File: src/rtl/bcd_mmss_timer.sv
// BCD minutes:seconds timer counting down to 0:00 or up to a loaded target.
// A prescaler divides Clk into one-second ticks; Done is sticky until Load or reset.
module bcd_mmss_timer #(
    parameter int MIN_DIGITS = 1,
    parameter int TICK_DIV   = 1
) (
    input  logic                    Clk,
    input  logic                    nReset,
    input  logic                    CounterEnable,
    input  logic                    CountUp,
    input  logic                    Load,
    input  logic [4*MIN_DIGITS-1:0] CounterInput,
    output logic [3:0]              S1,
    output logic [3:0]              S2,
    output logic [4*MIN_DIGITS-1:0] SM,
    output logic                    Done,
    output logic                    Tick,
    output logic [1:0]              DebugState
);

    localparam int MW = 4 * MIN_DIGITS;
    localparam int PW = (TICK_DIV > 1) ? $clog2(TICK_DIV) : 1;
    localparam logic [PW-1:0] PRESC_LAST = PW'(TICK_DIV - 1);

    typedef enum logic [1:0] {
        IDLE = 2'd0,
        RUN  = 2'd1,
        DONE = 2'd2
    } stateType;

    stateType        state, nextState;
    logic            modeUp;
    logic [MW-1:0]   target;
    logic [PW-1:0]   presc;

    logic [MW-1:0]   clampedIn;
    logic [MW-1:0]   smInc, smDec;
    logic [3:0]      nextS1, nextS2;
    logic [MW-1:0]   nextSM;
    logic            atTerminal, nextIsTerminal, tickNow;

    assign DebugState = state;
    assign tickNow    = (state == RUN) && CounterEnable && (presc == PRESC_LAST);

    // Digit-wise clamp and ripple carry/borrow across the BCD minute digits.
    always_comb begin
        logic carry;
        logic borrow;
        clampedIn = CounterInput;
        smInc     = SM;
        smDec     = SM;
        carry     = 1'b1;
        borrow    = 1'b1;
        for (int d = 0; d < MIN_DIGITS; d++) begin
            if (CounterInput[4*d +: 4] > 4'd9) clampedIn[4*d +: 4] = 4'd9;
            if (carry) begin
                if (SM[4*d +: 4] >= 4'd9) begin
                    smInc[4*d +: 4] = 4'd0;
                end else begin
                    smInc[4*d +: 4] = SM[4*d +: 4] + 4'd1;
                    carry = 1'b0;
                end
            end
            if (borrow) begin
                if (SM[4*d +: 4] == 4'd0) begin
                    smDec[4*d +: 4] = 4'd9;
                end else begin
                    smDec[4*d +: 4] = SM[4*d +: 4] - 4'd1;
                    borrow = 1'b0;
                end
            end
        end
    end

    always_comb begin
        nextS1 = S1;
        nextS2 = S2;
        nextSM = SM;
        if (modeUp) begin
            if (S1 < 4'd9) begin
                nextS1 = S1 + 4'd1;
            end else begin
                nextS1 = 4'd0;
                if (S2 < 4'd5) begin
                    nextS2 = S2 + 4'd1;
                end else begin
                    nextS2 = 4'd0;
                    nextSM = smInc;
                end
            end
        end else begin
            if (S1 != 4'd0) begin
                nextS1 = S1 - 4'd1;
            end else begin
                nextS1 = 4'd9;
                if (S2 != 4'd0) begin
                    nextS2 = S2 - 4'd1;
                end else begin
                    nextS2 = 4'd5;
                    nextSM = smDec;
                end
            end
        end
        atTerminal     = (S1 == 4'd0) && (S2 == 4'd0) && (SM == (modeUp ? target : '0));
        nextIsTerminal = (nextS1 == 4'd0) && (nextS2 == 4'd0) &&
                         (nextSM == (modeUp ? target : '0));
    end

    always_comb begin
        nextState = state;
        if (Load) begin
            nextState = IDLE;
        end else begin
            case (state)
                IDLE: if (CounterEnable) nextState = RUN;
                RUN: begin
                    if (!CounterEnable)                             nextState = IDLE;
                    else if (tickNow && (atTerminal || nextIsTerminal)) nextState = DONE;
                end
                DONE:    nextState = DONE;
                default: nextState = IDLE;
            endcase
        end
    end

    always_ff @(posedge Clk or negedge nReset) begin
        if (!nReset) state <= IDLE;
        else         state <= nextState;
    end

    // Load wins over a coincident tick; the tick is simply dropped.
    always_ff @(posedge Clk or negedge nReset) begin
        if (!nReset) begin
            S1     <= 4'd0;
            S2     <= 4'd0;
            SM     <= '0;
            Done   <= 1'b0;
            Tick   <= 1'b0;
            presc  <= '0;
            modeUp <= 1'b0;
            target <= '0;
        end else if (Load) begin
            modeUp <= CountUp;
            target <= clampedIn;
            presc  <= '0;
            Done   <= 1'b0;
            Tick   <= 1'b0;
            S1     <= 4'd0;
            S2     <= 4'd0;
            SM     <= CountUp ? '0 : clampedIn;
        end else if (tickNow) begin
            Tick  <= 1'b1;
            presc <= '0;
            if (!atTerminal) begin
                S1 <= nextS1;
                S2 <= nextS2;
                SM <= nextSM;
            end
            if (atTerminal || nextIsTerminal) Done <= 1'b1;
        end else begin
            Tick <= 1'b0;
            if (state == RUN && CounterEnable) presc <= presc + PW'(1);
        end
    end

endmodule
File: config.mk
export PLATFORM = sky130hd
export DESIGN_NAME = bcd_mmss_timer
export DESIGN_NICKNAME = d
export VERILOG_FILES = /design/src/rtl/bcd_mmss_timer.sv
export SDC_FILE = /design/constraint.sdc
export NUM_CORES = 1
export LEC_CHECK = 0
export ABC_AREA = 1
export CORE_AREA = 2 2 71 73
export DETAILED_ROUTE_END_ITERATION = 10
export DIE_AREA = 0 0 73 75
export GPL_TIMING_DRIVEN = 0
export SLEW_MARGIN = 10
export SYNTH_ARGS = -nofsm -noshare
export SYNTH_HDL_FRONTEND = slang
export SYNTH_SLANG_ARGS = --single-unit
File: constraint.sdc
create_clock -name Clk -period 1.9 [get_ports Clk]
set_input_delay 0.19 -clock Clk [delete_from_list [all_inputs] [get_ports Clk]]
set_output_delay 0.19 -clock Clk [all_outputs]
set_load 0.02 [all_outputs]
==> flow_summary.html <==
<table>
<tr><th>Metric</th><th>Value</th></tr>
<tr><th colspan="2">Die</th></tr>
<tr><td>Initial standard-cell utilization of the core</td><td>39.0%</td></tr>
<tr><td>Core Box Area</td><td>4660 um^2</td></tr>
<tr><td>Row Count</td><td>25</td></tr>
<tr><td>Die area</td><td>5480 um^2</td></tr>
<tr><td>Height of the chip</td><td>around 75 um</td></tr>
<tr><td>Number of I/O pins</td><td>25</td></tr>
<tr><td>Floorplan die width</td><td>73 um</td></tr>
<tr><th colspan="2">Timing</th></tr>
<tr><td>Slew headroom</td><td>~30%</td></tr>
<tr><td>Worst hold slack after final layout</td><td>0.497 ns</td></tr>
<tr><td>Clock skew</td><td>0.00217 ns</td></tr>
<tr><td>Fin crit period</td><td>between 2 and 2.5 ns</td></tr>
<tr><td>Final worst-path setup slack</td><td>-0.115 ns</td></tr>
<tr><td>Sum Neg Setup Slack</td><td>-0.905 ns</td></tr>
<tr><td>Number of pins with negative max-slew slack in the final report</td><td>0</td></tr>
<tr><td>Maximum achievable frequency</td><td>0.496 GHz</td></tr>
<tr><td>Number of hold-slack violations in the final timing report</td><td>0</td></tr>
<tr><td>Setup-violating endpoint count in the final report</td><td>13</td></tr>
<tr><td>Setup repair after global routing missed its margin</td><td>yes</td></tr>
<tr><td>Slew at the pin closest to its max-slew limit</td><td>1.05 ns</td></tr>
<tr><td>Final clock period utilization by the worst path</td><td>106%</td></tr>
<tr><th colspan="2">Synthesis</th></tr>
<tr><td>Multiplexer fraction of the synthesized cell area</td><td>0%</td></tr>
<tr><td>Post-synthesis instance area</td><td>around 1800 um^2</td></tr>
<tr><td>Sequential-to-total area share from yosys stat</td><td>30.3%</td></tr>
<tr><td>Largest family of logic cells by synthesized area</td><td>simple AND/OR/NAND/NOR gates</td></tr>
<tr><td>Post-synthesis cell type with the largest combined area</td><td>dfrtp_1</td></tr>
<tr><td>Synthesized instance count</td><td>272</td></tr>
<tr><td>Post-synthesis net count</td><td>just under 300</td></tr>
<tr><td>Async SR Flop Fraction</td><td>100%</td></tr>
<tr><td>Simple-Gate Fraction of Synth Area</td><td>40.9%</td></tr>
<tr><td>Count of different cell masters after synthesis</td><td>30</td></tr>
<tr><td>Area fraction of the dominant cell type after synthesis</td><td>30.3%</td></tr>
<tr><td>Post-synthesis share of cell area spent on xor and xnor gates</td><td>2.41%</td></tr>
<tr><td>Number of register bits inferred by synthesis</td><td>22</td></tr>
<tr><td>Synthesized-area fraction occupied by ao, oa, aoi and oai cells</td><td>12.5%</td></tr>
<tr><td>Synth Area per Inst</td><td>6.68 um^2</td></tr>
<tr><td>EDFF count, synth</td><td>0</td></tr>
<tr><td>Commonest cells post-synth</td><td>73 x nand2_1, 43 x nand3_1, 28 x nor2_1</td></tr>
<tr><td>Total of warnings raised by yosys</td><td>0</td></tr>
<tr><td>Top-count cell post-synth</td><td>nand2_1</td></tr>
<tr><td>Leading post-synthesis cells by cell area</td><td>dfrtp_1 30%, nand2_1 15%, nand3_1 12%</td></tr>
<tr><td>Top_reg_cell synth</td><td>dfrtp_1</td></tr>
<tr><td>Post-Synth Adder-Cell Area</td><td>under 10%</td></tr>
<tr><th colspan="2">Routing</th></tr>
<tr><td>Via-per-instance ratio</td><td>5.31</td></tr>
<tr><td>Number of detailed-routing iterations run before antenna repair</td><td>4</td></tr>
<tr><td>Average wire per cell in the routed design</td><td>13.2 um</td></tr>
<tr><td>Post-detailed-routing wire length</td><td>4.98 mm</td></tr>
<tr><td>Remaining routing DRC violations</td><td>0</td></tr>
<tr><td>Number of design-rule violations left by the first detailed-router iteration</td><td>175</td></tr>
<tr><td>Vias after detailed routing</td><td>2003</td></tr>
<tr><td>Count of antenna-violating nets left after detailed routing</td><td>0</td></tr>
<tr><th colspan="2">Status</th></tr>
<tr><td>Failing checks</td><td>negative setup slack</td></tr>
<tr><td>Run status</td><td>finished with violations</td></tr>
<tr><th colspan="2">CTS</th></tr>
<tr><td>Number of clock sinks</td><td>22</td></tr>
<tr><td>CTS tree</td><td>built</td></tr>
<tr><td>Maximum buffer depth of the clock tree</td><td>2</td></tr>
<tr><td>Total number of H-tree levels</td><td>1</td></tr>
<tr><td>Clock root buffer</td><td>clkbuf_8</td></tr>
<tr><td>Num CTS Buffers</td><td>3</td></tr>
<tr><td>Clock transition time at the flip-flop clock pins of the worst setup and hold paths</td><td>0.08 ns</td></tr>
<tr><td>Worst-skew pair later-pin latency</td><td>between 0.2 and 0.3 ns</td></tr>
<tr><th colspan="2">Critical path</th></tr>
<tr><td>Type of element launching the critical path</td><td>flop</td></tr>
<tr><td>WP data required</td><td>2.08 ns</td></tr>
<tr><td>Endpoint kind of the worst setup timing path</td><td>flop</td></tr>
<tr><td>Cell type of the slowest stage on the worst timing path</td><td>dfrtp_2</td></tr>
<tr><td>Arr. time, crit path</td><td>2.20 ns</td></tr>
<tr><td>Most frequent cell on the critical path</td><td>buf_4</td></tr>
<tr><td>Critical path start-end classification</td><td>reg -&gt; reg</td></tr>
<tr><td>Maximum fanout encountered on the critical timing path</td><td>10</td></tr>
<tr><td>Largest stage delay, worst path</td><td>0.43 ns</td></tr>
<tr><td>Cell-by-cell trace of the critical path</td><td>inv_4, ha_4, nand3_4, nor2_8, buf_4, nand2_1, nor3_4, buf_4, o21ai_4, buf_6, a21oi_1</td></tr>
<tr><th colspan="2">Final layout</th></tr>
<tr><td>Area taken by flip-flops and latches</td><td>558 um^2</td></tr>
<tr><td>Fill cell count</td><td>453</td></tr>
<tr><td>Share of layout cells above drive strength 1</td><td>25.1%</td></tr>
<tr><td>Number of diodes added for antenna fixing</td><td>0</td></tr>
<tr><td>Area growth from synthesis to layout</td><td>36.3%</td></tr>
<tr><td>Area of combinational cells with multiple inputs</td><td>1230 um^2</td></tr>
<tr><td>Layout net count</td><td>between 300 and 400</td></tr>
<tr><td>Final design instance area without fill</td><td>2480 um^2</td></tr>
<tr><th colspan="2">Power</th></tr>
<tr><td>Areal power density over the cells</td><td>721 nW/um^2</td></tr>
<tr><td>Leakage Power</td><td>1.18 nW</td></tr>
<tr><td>Max IR drop VDD</td><td>481 uV</td></tr>
<tr><th colspan="2">Place</th></tr>
<tr><td>Worst-case setup slack after placement</td><td>-0.257 ns</td></tr>
<tr><td>DP HPWL</td><td>3.46 mm</td></tr>
<tr><td>Number of buffer cells added on primary ports</td><td>24</td></tr>
<tr><td>Placed Instance Area</td><td>2160 um^2</td></tr>
<tr><td>Final Wtd Congestion</td><td>0.856</td></tr>
<tr><th colspan="2">GRT</th></tr>
<tr><td>Antenna violations before repair</td><td>0</td></tr>
<tr><td>Maximum number of pins on one net before global-route repair</td><td>23</td></tr>
<tr><td>GRT Resource Usage Total</td><td>19.5%</td></tr>
<tr><td>Wire length of the first global-routing pass</td><td>8.44 mm</td></tr>
<tr><td>Aggregate global routing overflow</td><td>0</td></tr>
<tr><td>Via count of the first global-routing pass</td><td>1789</td></tr>
<tr><th colspan="2">Min path</th></tr>
<tr><td>Hold crit path type</td><td>in -&gt; async</td></tr>
<tr><th colspan="2">Flow run</th></tr>
<tr><td>Reported max-cap violation count</td><td>0</td></tr>
</table>
==> worst paths after layout <==
path                            from        end  slack [ns]  depth (start not counted)
max                            S1[0]      SM[1]       -0.11                         11
min                           nReset      S1[2]        0.50                          1
max reg2reg                    S1[0]      SM[1]       -0.11                         11
min reg2reg                target[1]  target[1]        0.50                          2
max in group asynchronous     nReset      SM[0]        0.70                          1
min in group Clk           target[1]  target[1]        0.50                          2
==> cells in the final DEF (no fill, tap or decap), drive strengths merged <==
cell / synthesis / final
a21oi: 11 / 11
a31oi: 1 / 1
and3: 1 / 1
buf: 3 / 25
clkbuf: 2 / 6
clkdlybuf4s50: 0 / 24
dfrtp: 22 / 22
ha: 9 / 9
inv: 31 / 31
nand2: 80 / 80
nand3: 45 / 45
nand3b: 1 / 1
nor2: 32 / 33
nor3: 3 / 3
o211ai: 3 / 3
o21ai: 21 / 21
o22ai: 2 / 2
xnor2: 1 / 1
xor2: 4 / 4
==> per-stage QoR <==
| stage | cells | power, mW | util (%) |
|---|---|---|---|
| final | 377 | 1.79 | 53.1 |
| after global routing | 377 | 1.93 | 53.1 |
| after CTS | 372 | 1.75 | 51.8 |
| after detailed placement | 350 | 1.28 | 46.4 |
| after global placement | 350 | 1.27 | 46.4 |
| after floorplan | 272 | 1.07 | - |
==> layout make-up <==
cell class	instances	share of cell area [%]
clock buffer	4	2.22
sequential	22	22.5
multi-input combinational	215	49.9
tap	54	2.73
inverter	31	5.10
timing repair buffer	46	16.4
buffer	5	1.16
==> where the power goes <==
part	internal [mW]	switching (mW)
combinational	0.374	0.523
sequential	0.510	0.0431
clock	0.185	0.151
total	1.07	0.717
==> cell families (layout without fill, tap and decap cells) <==
| kind of cell | Yosys count | in the layout |
|---|---|---|
| flops | 22 | 22 |
| simple gates | 162 | 163 |
| xor+xnor | 5 | 5 |
| compound gates | 38 | 38 |
| fa+ha+maj | 9 | 9 |
| buf+inv | 36 | 86 |
==> routing by layer <==
| metal | track usage, % | wire length, um | up-vias |
|---|---|---|---|
| li1 | - | - | 995 |
| met1 | 27.7 | 2430 | 944 |
| met3 | 1.61 | 201 | 6 |
| met2 | 32.3 | 2300 | 58 |
| met5 | 0 | 0 | - |
| met4 | 4.53 | 57 | 0 |
==> repair_timing <==
action | in CTS | in global routing
setup endpoints to repair | 15 | 15
gates resized for setup | 16 | 11
gates cloned | 1 | 0
pin swaps | 7 | 7
setup buffers | 17 | 5
hold buffers | 0 | 0
==> state kept, by name (all words and copies together), names as in the netlist <==
register	flops
DebugState	2
S2	4
target	4
SM	4
Done	1
S1	4
Tick	1
modeUp	1
presc	1
==> critical path, delay by kind of cell (launching register included) <==
family | cells | cell delay [ns]
compound gates | 2 | 0.23
fa+ha+maj | 1 | 0.18
buf+inv | 4 | 0.52
flops | 1 | 0.43
simple gates | 4 | 0.58
Note: power is estimated with default switching activity, not from simulation.
